===== src/rtl/z16_fetch_queue.sv =====
// Z16 instruction-fetch front end: single-outstanding req/ack fetcher feeding a
// DEPTH-entry PC-tagged instruction queue, with redirect/flush support.
module z16_fetch_queue #(
  parameter int unsigned        ADDR_W   = 16,
  parameter int unsigned        INSTR_W  = 16,
  parameter int unsigned        DEPTH    = 4,
  parameter logic [ADDR_W-1:0]  RESET_PC = '0,
  parameter int unsigned        STEP     = 2
) (
  input  logic                       i_clk,
  input  logic                       i_rst_n,
  output logic                       o_imem_req,
  output logic [ADDR_W-1:0]          o_imem_addr,
  input  logic                       i_imem_ack,
  input  logic [INSTR_W-1:0]         i_imem_rdata,
  output logic                       o_valid,
  output logic [INSTR_W-1:0]         o_instr,
  output logic [ADDR_W-1:0]          o_pc,
  input  logic                       i_ready,
  input  logic                       i_redirect,
  input  logic [ADDR_W-1:0]          i_redirect_pc,
  output logic [$clog2(DEPTH):0]     o_count
);

  localparam int unsigned PW = $clog2(DEPTH);
  localparam int unsigned CW = PW + 1;

  logic [INSTR_W-1:0] q_instr [DEPTH];
  logic [ADDR_W-1:0]  q_pc    [DEPTH];
  logic [PW-1:0]      rd_ptr, wr_ptr;
  logic [CW-1:0]      count, count_next;
  logic [ADDR_W-1:0]  fetch_pc, fetch_pc_next, addr_next;
  logic               req, req_next;
  logic               discard, discard_next;
  logic               ack, push, pop, busy_next;

  always_comb begin
    ack       = req & i_imem_ack;
    push      = ack & ~discard & ~i_redirect;
    pop       = (count != '0) & i_ready & ~i_redirect;
    busy_next = req & ~ack;

    // A redirect with a request still in flight must swallow exactly one response.
    if (i_redirect) begin
      count_next    = '0;
      fetch_pc_next = i_redirect_pc;
      discard_next  = busy_next;
    end else begin
      count_next    = count + CW'(push) - CW'(pop);
      fetch_pc_next = push ? fetch_pc + ADDR_W'(STEP) : fetch_pc;
      discard_next  = discard & ~ack;
    end

    req_next  = req;
    addr_next = o_imem_addr;
    if (!busy_next) begin
      req_next  = (count_next < CW'(DEPTH));
      addr_next = fetch_pc_next;
    end
  end

  always_ff @(posedge i_clk or negedge i_rst_n) begin
    if (!i_rst_n) begin
      fetch_pc    <= RESET_PC;
      req         <= 1'b0;
      o_imem_addr <= RESET_PC;
      discard     <= 1'b0;
      count       <= '0;
      rd_ptr      <= '0;
      wr_ptr      <= '0;
    end else begin
      fetch_pc    <= fetch_pc_next;
      req         <= req_next;
      o_imem_addr <= addr_next;
      discard     <= discard_next;
      count       <= count_next;
      rd_ptr      <= i_redirect ? '0 : rd_ptr + PW'(pop);
      wr_ptr      <= i_redirect ? '0 : wr_ptr + PW'(push);
    end
  end

  // Entries are cleared on reset so the head reads as zero out of reset.
  always_ff @(posedge i_clk or negedge i_rst_n) begin
    if (!i_rst_n) begin
      for (int unsigned i = 0; i < DEPTH; i++) begin
        q_instr[i] <= '0;
        q_pc[i]    <= '0;
      end
    end else if (push) begin
      q_instr[wr_ptr] <= i_imem_rdata;
      q_pc[wr_ptr]    <= o_imem_addr;
    end
  end

  assign o_imem_req = req;
  assign o_valid    = (count != '0);
  assign o_instr    = q_instr[rd_ptr];
  assign o_pc       = q_pc[rd_ptr];
  assign o_count    = count;

endmodule


===== config.mk =====
export PLATFORM = sky130hd
export DESIGN_NAME = z16_fetch_queue
export DESIGN_NICKNAME = d
export VERILOG_FILES = /design/src/rtl/z16_fetch_queue.sv
export SDC_FILE = /design/constraint.sdc
export NUM_CORES = 1
export LEC_CHECK = 0
export BUFFER_PORTS_ARGS = -buffer_cell sky130_fd_sc_hd__buf_4
export CORE_UTILIZATION = 40
export CTS_BUF_LIST = sky130_fd_sc_hd__clkbuf_16
export CTS_CLUSTER_DIAMETER = 200
export DETAILED_ROUTE_END_ITERATION = 10
export PLACE_DENSITY = 0.66
export SLEW_MARGIN = 20
export SYNTH_ARGS = -nofsm -noshare
export SYNTH_HDL_FRONTEND = slang
export SYNTH_SLANG_ARGS = --single-unit

===== constraint.sdc =====
create_clock -name i_clk -period 5.25 [get_ports i_clk]
set_input_delay 0.525 -clock i_clk [delete_from_list [all_inputs] [get_ports i_clk]]
set_output_delay 0.525 -clock i_clk [all_outputs]
set_load 0.005 [all_outputs]

==> results by group, run 1 <==
Power and ir drop
  • P_int: approximately 3.3 mW
  • Net Sw Power: ~1.2 mW
  • Net Sw Frac: 0.268
  • Peak supply drop: between 0.0002 and 0.0003 V
  • Comb power frac: 0.268
  • Clock power frac: 0.300
  • LEAKAGE: 4.14 nW
  • PD cells: 500 nW/µm²
  • Part of the power in registers: 0.432
  • Overall power: 4.47 mW

Floorplan
  • Number of placed I/O pins: 90
  • Core area: approximately 18000 µm²
  • Height of the die: ~140 µm
  • Rows: 49
  • Starting density of the core: 0.412
  • Die area: 19200 µm²
  • Die W: 138 µm

Placement
  • Final Wtd Congestion: around 0.81
  • HPWL after detailed placement: just under 10000 µm
  • Buffers added on ports: 89
  • DP Worst Slack: 2.44 ns

Yosys
  • Distinct cells, synth: 36
  • Area share of the largest cell type after synthesis: 0.568
  • Register area share after synthesis: 0.568
  • Synth area leader: dfrtp_1
  • Synth warn: 0
  • Cells after Synth: 488
  • Syn Area/Cell: between 15 and 20 µm²
  • Mapped Nets: roughly 530
  • Main area contributors after synthesis: dfrtp_1 57%, mux2_2 21%, mux4_2 9.7%
  • Yosys reg bits: around 170
  • Synth Cell Area: between 7000 and 8000 µm²

Outcome
  • Failing checks: DRC
  • Status: finished with violations

Global route
  • M3 GR Usage: 0.0450
  • Top Usage Layer GRT: met2
  • Largest net degree at the start of global routing: approximately 110
  • Initial antenna violation count: 0
  • GR met1 Demand/Resource: 0.236
  • First-pass GRT wire length: 26100 µm
  • Total GRT Usage: 0.177
  • Met2 GRT Util: 0.282
  • Vias in the first global route: slightly below 5k
  • Grt total ovfl: 0

CTS
  • Quantity of gates resized following cts: 0
  • Htree depth: 4
  • Setup repair bufs after CTS: 0
  • CTS Buffer Depth: 2
  • Inserted Clock Buffers: 17
  • CTS Hold Buffers Added: 0
  • Worst-skew pair later-pin latency: 0.43 ns
  • Clock root buffer: clkbuf_16
  • Clk pin slew, worst setup/hold paths: approximately 0.060 ns
  • CTS tree: yes
  • CTS Sinks: 169

Cells and area
  • Final core utilization: 0.494
  • Ant diodes: 0
  • Most common cell after layout, fill and taps aside: dfrtp_1
  • Layout cells sized above 1: 0.519
  • Most frequent cells in the layout: 167 x dfrtp_1, 141 x mux2_2, 93 x buf_4
  • Nets@finish: 614
  • Area Overhead vs Synth: 19.9%

Hold path
  • Worst min-delay path category: input pin to asynchronous set/reset pin

Timing
  • Final setup viols: 0
  • Maximum clock rate: between 300 and 400 MHz
  • Final Skew: a little over 0.008 ns
  • Setup tns final: 0 ns
  • Slew Limit Fails: 0
  • Minimum clock period: roughly 2.8 ns
  • Fin crit share: 0.525
  • Setup WS post-layout: between 2 and 2.5 ns
  • WHS: 0.196 ns
  • RSZ-0062 raised after global routing: no
  • Final hold violation count: 0
  • Least-Margin Pin Slew: between 0.9 and 1 ns
  • Slew headroom: 0.337

Worst setup path
  • CP arrival: 2.23 ns
  • CP most frequent cell: buf_4
  • Crit path max fanout: 27
  • Critical Path, Cell by Cell: buf_4 > mux4_2 > buf_4
  • Slowest library cell on the worst path: mux4_2
  • Setup CP Type: flip-flop to primary output
  • CP Data Required Time: 4.72 ns
  • Critical path capture point type: primary output
  • CP peak stage delay: 0.61 ns
  • Kind of start point of the critical path: flip-flop

Drt
  • Post-Route WL: about 16000 µm
  • Pre-Repair DR Iteration Count: 7
  • Drt wl/cell: roughly 19 µm
  • Vias: ~4.4k
  • DRC viols: 18
  • Drt first-iter violations: approximately 250
  • DR vias/cell: roughly 5.4
  • Post-route antenna net violation count: 0

Flow run
  • Maximum capacitance violations: 0
==> sequential cells by signal (all words and copies together), names as in the netlist <==
signal	count
o_imem_addr	16
q_instr	64
o_count	3
o_imem_req	1
discard	1
wr_ptr	2
q_pc	64
fetch_pc	16
rd_ptr	2
==> final timing paths <==
| path | from | end | slack, ns | depth (start not counted) |
|---|---|---|---|---|
| worst max-delay path | rd_ptr[0] | o_pc[12] | 2.49 | 3 |
| worst min register to register | q_instr[30] | q_instr[30] | 0.50 | 1 |
| max in group asynchronous | i_rst_n | q_pc[32] | 3.73 | 2 |
| min in group i_clk | i_imem_ack | discard | 0.32 | 2 |
| worst max register to register | o_count[1] | o_imem_req | 2.80 | 10 |
| worst min-delay path | i_rst_n | q_instr[51] | 0.20 | 1 |
==> final cells by class <==
| class | instances | area, µm² |
|---|---|---|
| Fill cell | 1514 | 9150 |
| Clock buffer | 17 | 425 |
| Clock inverter | 15 | 208 |
| Multi-Input combinational cell | 286 | 3060 |
| Sequential cell | 169 | 4230 |
| Timing Repair Buffer | 94 | 712 |
| Inverter | 3 | 11.3 |
| Tap cell | 229 | 287 |
==> synthesized netlist by cell type <==
cell type,count
dfrtp_1,169
nand4_1,4
or3_1,2
mux2i_1,2
nor2b_1,4
and3_1,5
xor2_1,9
nand2b_1,1
o21ai_0,10
clkbuf_1,12
nand2_1,20
buf_6,3
or2_2,1
nor2_1,9
xnor2_1,8
buf_2,13
nor3_4,1
buf_1,1
nand3_1,9
nor4b_1,1
ha_1,5
nand4b_1,1
and4_1,3
fa_1,1
inv_2,1
buf_4,1
mux2_2,141
a21oi_1,3
o21ai_1,2
inv_1,2
and3b_1,2
a221o_1,2
nor3_1,1
mux4_2,32
nand3b_1,6
and4bb_2,1
==> power groups by stage <==
stage | clock network [mW] | logic, mW | registers [mW]
floorplan | 0 | 0.740 | 1.85
global placement | 0 | 1.18 | 1.91
detailed placement | 0 | 1.21 | 1.95
CTS | 1.37 | 1.22 | 1.93
global route | 1.42 | 1.30 | 1.99
finish | 1.34 | 1.20 | 1.93
==> critical path: cells and delay by family (launching register included) <==
family	cells	cell delay, ns
buffers and inverters	2	0.69
muxes	1	0.61
DFF	1	0.49
==> through the flow <==
| step | instance area [µm²] | cells |
|---|---|---|
| 6_report | 8930 | 813 |
| 4_1_cts | 8930 | 813 |
| 3_3_place_gp | 8300 | 781 |
| 2_1_floorplan | 7450 | 488 |
| 3_5_place_dp | 8300 | 781 |
| 5_1_grt | 8930 | 813 |
==> kinds of logic after synthesis <==
group	after synthesis	synth area share
compound gates	17	0.0128
xor+xnor	17	0.0200
buf+inv	33	0.0223
mux	175	0.313
fa+ha+maj	6	0.0111
flops	169	0.568
simple gates	71	0.0537
==> metal layers <==
layer	up-vias	wire length (µm)
met2	110	7480
met3	22	755
met4	0	257
met1	2276	7220
met5	-	0
li1	1964	-
Note: power is estimated with default switching activity, not from simulation.
==> run 2: changes to the inputs <==
Settings changed: ABC_AREA set to 1.
Clock period 5.25 ns to 2.6 ns, I/O delays scaled along.
==> run 2 against run 1 <==
Against the previous run: the flow still finishes with violations (DRC); worst setup slack lost 2.3 ns; count of clock-buffer cells in the layout is the same; critical path depth grew 8; routed wire length grew 15%; largest cell class unchanged.
==> results by group, run 2 <==
Worst setup path
  • CP arrival: 2.70 ns
  • R2R depth: 11
  • Setup CP Type: flip-flop to flip-flop
  • Slowest library cell on the worst path: dfrtp_1
  • Total stage count of the critical path: 11
  • Worst setup path endpoint: o_imem_req
  • Worst R2R End: o_imem_req
  • Kind of start point of the critical path: flip-flop
  • Critical path capture point type: flip-flop
  • Critical Path, Cell by Cell: or2_2 > nor2_1 > nor2_1 > ha_1 > inv_1 > ha_1 > inv_1 > fa_1 > and3_1 > nor3_1 > nand2_1
  • Delay-heaviest family, CP: simple AND/OR/NAND/NOR gates
  • CP peak stage delay: ~0.42 ns
  • CP Data Required Time: between 2 and 3 ns
  • CP bufs+invs: 2
  • Crit path max fanout: 4
  • Worst R2R Setup Slack: roughly 0.18 ns
  • Worst R2R Start: o_count[1]
  • CP Launch Point: o_count[1]

Yosys
  • Syn Area/Cell: roughly 8.5 µm²
  • Count leader, synth: nand2_1
  • Area share of the largest cell type after synthesis: 0.563
  • Synth Cell Area: around 7500 µm²
  • Cells after Synth: 882
  • Top FF cell, synth: dfrtp_1
  • FFs w/ async S/R, synth: 1.00
  • Synth area leader: dfrtp_1
  • Synth warn: 0
  • Main area contributors after synthesis: dfrtp_1 56%, nand2_1 10%, o21ai_0 8.8%
  • Register area share after synthesis: 0.563
  • Distinct cells, synth: 34
  • Post-synth EDFFs: 0
  • Mapped Nets: just over 900
  • Top post-synthesis cells by count: 208 x nand2_1, 169 x dfrtp_1, 132 x o21ai_0
  • Yosys reg bits: approximately 170

Global route
  • First-pass GRT wire length: slightly above 30000 µm
  • Vias in the first global route: ~6k
  • Total GRT Usage: 0.198
  • Grt total ovfl: 0
  • Largest net degree at the start of global routing: 66
  • Initial antenna violation count: 0

Floorplan
  • Die W: approximately 140 µm
  • Core area: 18200 µm²
  • Rows: between 40 and 50
  • Starting density of the core: 0.413
  • Number of placed I/O pins: 90
  • Height of the die: 139 µm
  • Die area: about 19000 µm²

Drt
  • Drt first-iter violations: 392
  • Post-route antenna net violation count: 0
  • DR vias/cell: between 5 and 6
  • Post-Route WL: between 15000 and 20000 µm
  • Drt wl/cell: 15.1 µm
  • DRC viols: 6
  • Pre-Repair DR Iteration Count: 10
  • Vias: about 6.1k

Placement
  • HPWL after detailed placement: roughly 11000 µm
  • Buffers added on ports: 89
  • Final Wtd Congestion: between 0.8 and 0.9
  • DP Cell Count: between 1k and 1.5k

Cells and area
  • Ant diodes: 0
  • Nets@finish: 996
  • Fin cells: 1195
  • Multi-input logic area: between 2000 and 3000 µm²
  • Area Overhead vs Synth: 18.9%
  • Most frequent cells in the layout: 208 x nand2_1, 168 x dfrtp_1, 132 x o21ai_0
  • Layout cells sized above 1: 0.144
  • Sequential cell area: 4230 µm²
  • Most common cell after layout, fill and taps aside: nand2_1
  • Largest registers: q_instr (64), q_pc (64)
  • Number of fill cells in the layout: ~1.8k

CTS
  • CTS tree: yes
  • Quantity of gates resized following cts: 0
  • Htree depth: 4
  • Setup repair bufs after CTS: 0
  • Clk pin slew, worst setup/hold paths: ~0.06 ns
  • Worst-skew pair later-pin latency: around 0.42 ns
  • CTS Sinks: about 170
  • Clock root buffer: clkbuf_16
  • CTS Buffer Depth: 2
  • CTS Hold Buffers Added: 1
  • Inserted Clock Buffers: 17

Flow run
  • Maximum capacitance violations: 0

Timing
  • Final setup viols: 0
  • Maximum clock rate: 414 MHz
  • Slew headroom: 0.530
  • Fin crit share: 0.930
  • Setup tns final: 0 ns
  • Minimum clock period: approximately 2.4 ns
  • Least-Margin Pin Slew: 0.705 ns
  • Final Skew: 0.00715 ns
  • RSZ-0062 raised after global routing: no
  • Final hold violation count: 0
  • Slew Limit Fails: 0

Power and ir drop
  • LEAKAGE: between 4 and 5 nW
  • Peak supply drop: ~0.00065 V
  • PD cells: roughly 970 nW/µm²

Outcome
  • Failing checks: DRC
  • Status: finished with violations

Hold path
  • Worst min-delay path category: input pin to flip-flop
  • Hold Path Origin: i_redirect_pc[2]
-- run 2: area by class of cell --
cell class / instances / share of cell area
clock buffer: 17 / 0.0476
tap: 229 / 0.0321
clock inverter: 15 / 0.0137
multi-input combinational: 601 / 0.316
inverter: 61 / 0.0256
timing repair buffer: 103 / 0.0914
sequential: 169 / 0.473
-- run 2: per-layer routing --
metal | up-vias | track usage | wire, µm
met5 | - | 0 | 0
met4 | 0 | 0.0556 | 167
met3 | 13 | 0.0449 | 855
met2 | 143 | 0.309 | 8240
met1 | 2885 | 0.277 | 8830
li1 | 3045 | - | -
-- run 2: logic make-up after synthesis --
kind of cell,after synthesis,synth area share
AO/OA/AOI/OAI,253,0.176
buffers and inverters,112,0.0609
flip-flops,169,0.563
XOR/XNOR,5,0.00583
AND/OR/NAND/NOR,337,0.183
adder cells (fa/ha/maj),6,0.0110
-- run 2: through the flow --
step / hold slack [ns] / utilization / worst slack [ns] / area [µm²] / power, mW
2_1_floorplan: -0.0356 / - / 0.355 / 7520 / 5.06
3_3_place_gp: 0.282 / 0.460 / 0.248 / 8380 / 6.28
3_5_place_dp: 0.289 / 0.460 / 0.184 / 8380 / 6.33
4_1_cts: 0.0554 / 0.491 / 0.167 / 8940 / 8.75
5_1_grt: 0.0595 / 0.491 / 0.0177 / 8940 / 9.23
6_report: 0.0712 / 0.491 / 0.183 / 8940 / 8.64
-- run 2: worst min-delay path by stage --
stage,endpoint,slack (ns),depth (start not counted)
CTS,fetch_pc[2],0.06,3
floorplan,discard,-0.04,0
finish,fetch_pc[2],0.07,3
global route,fetch_pc[2],0.06,3
detailed placement,q_instr[13],0.29,1
global placement,q_instr[13],0.28,1
-- run 2: tightest hold or removal path, delay by kind of cell --
family | cells | cell delay (ns)
compound gates | 1 | 0.06
buf+inv | 2 | 0.13
-- run 2: power breakdown --
part           switching, mW  internal (mW)  leakage (nW)
clock                  0.994           1.38         0.283
combinational           1.40           1.20          1.94
sequential             0.384           3.29          2.21
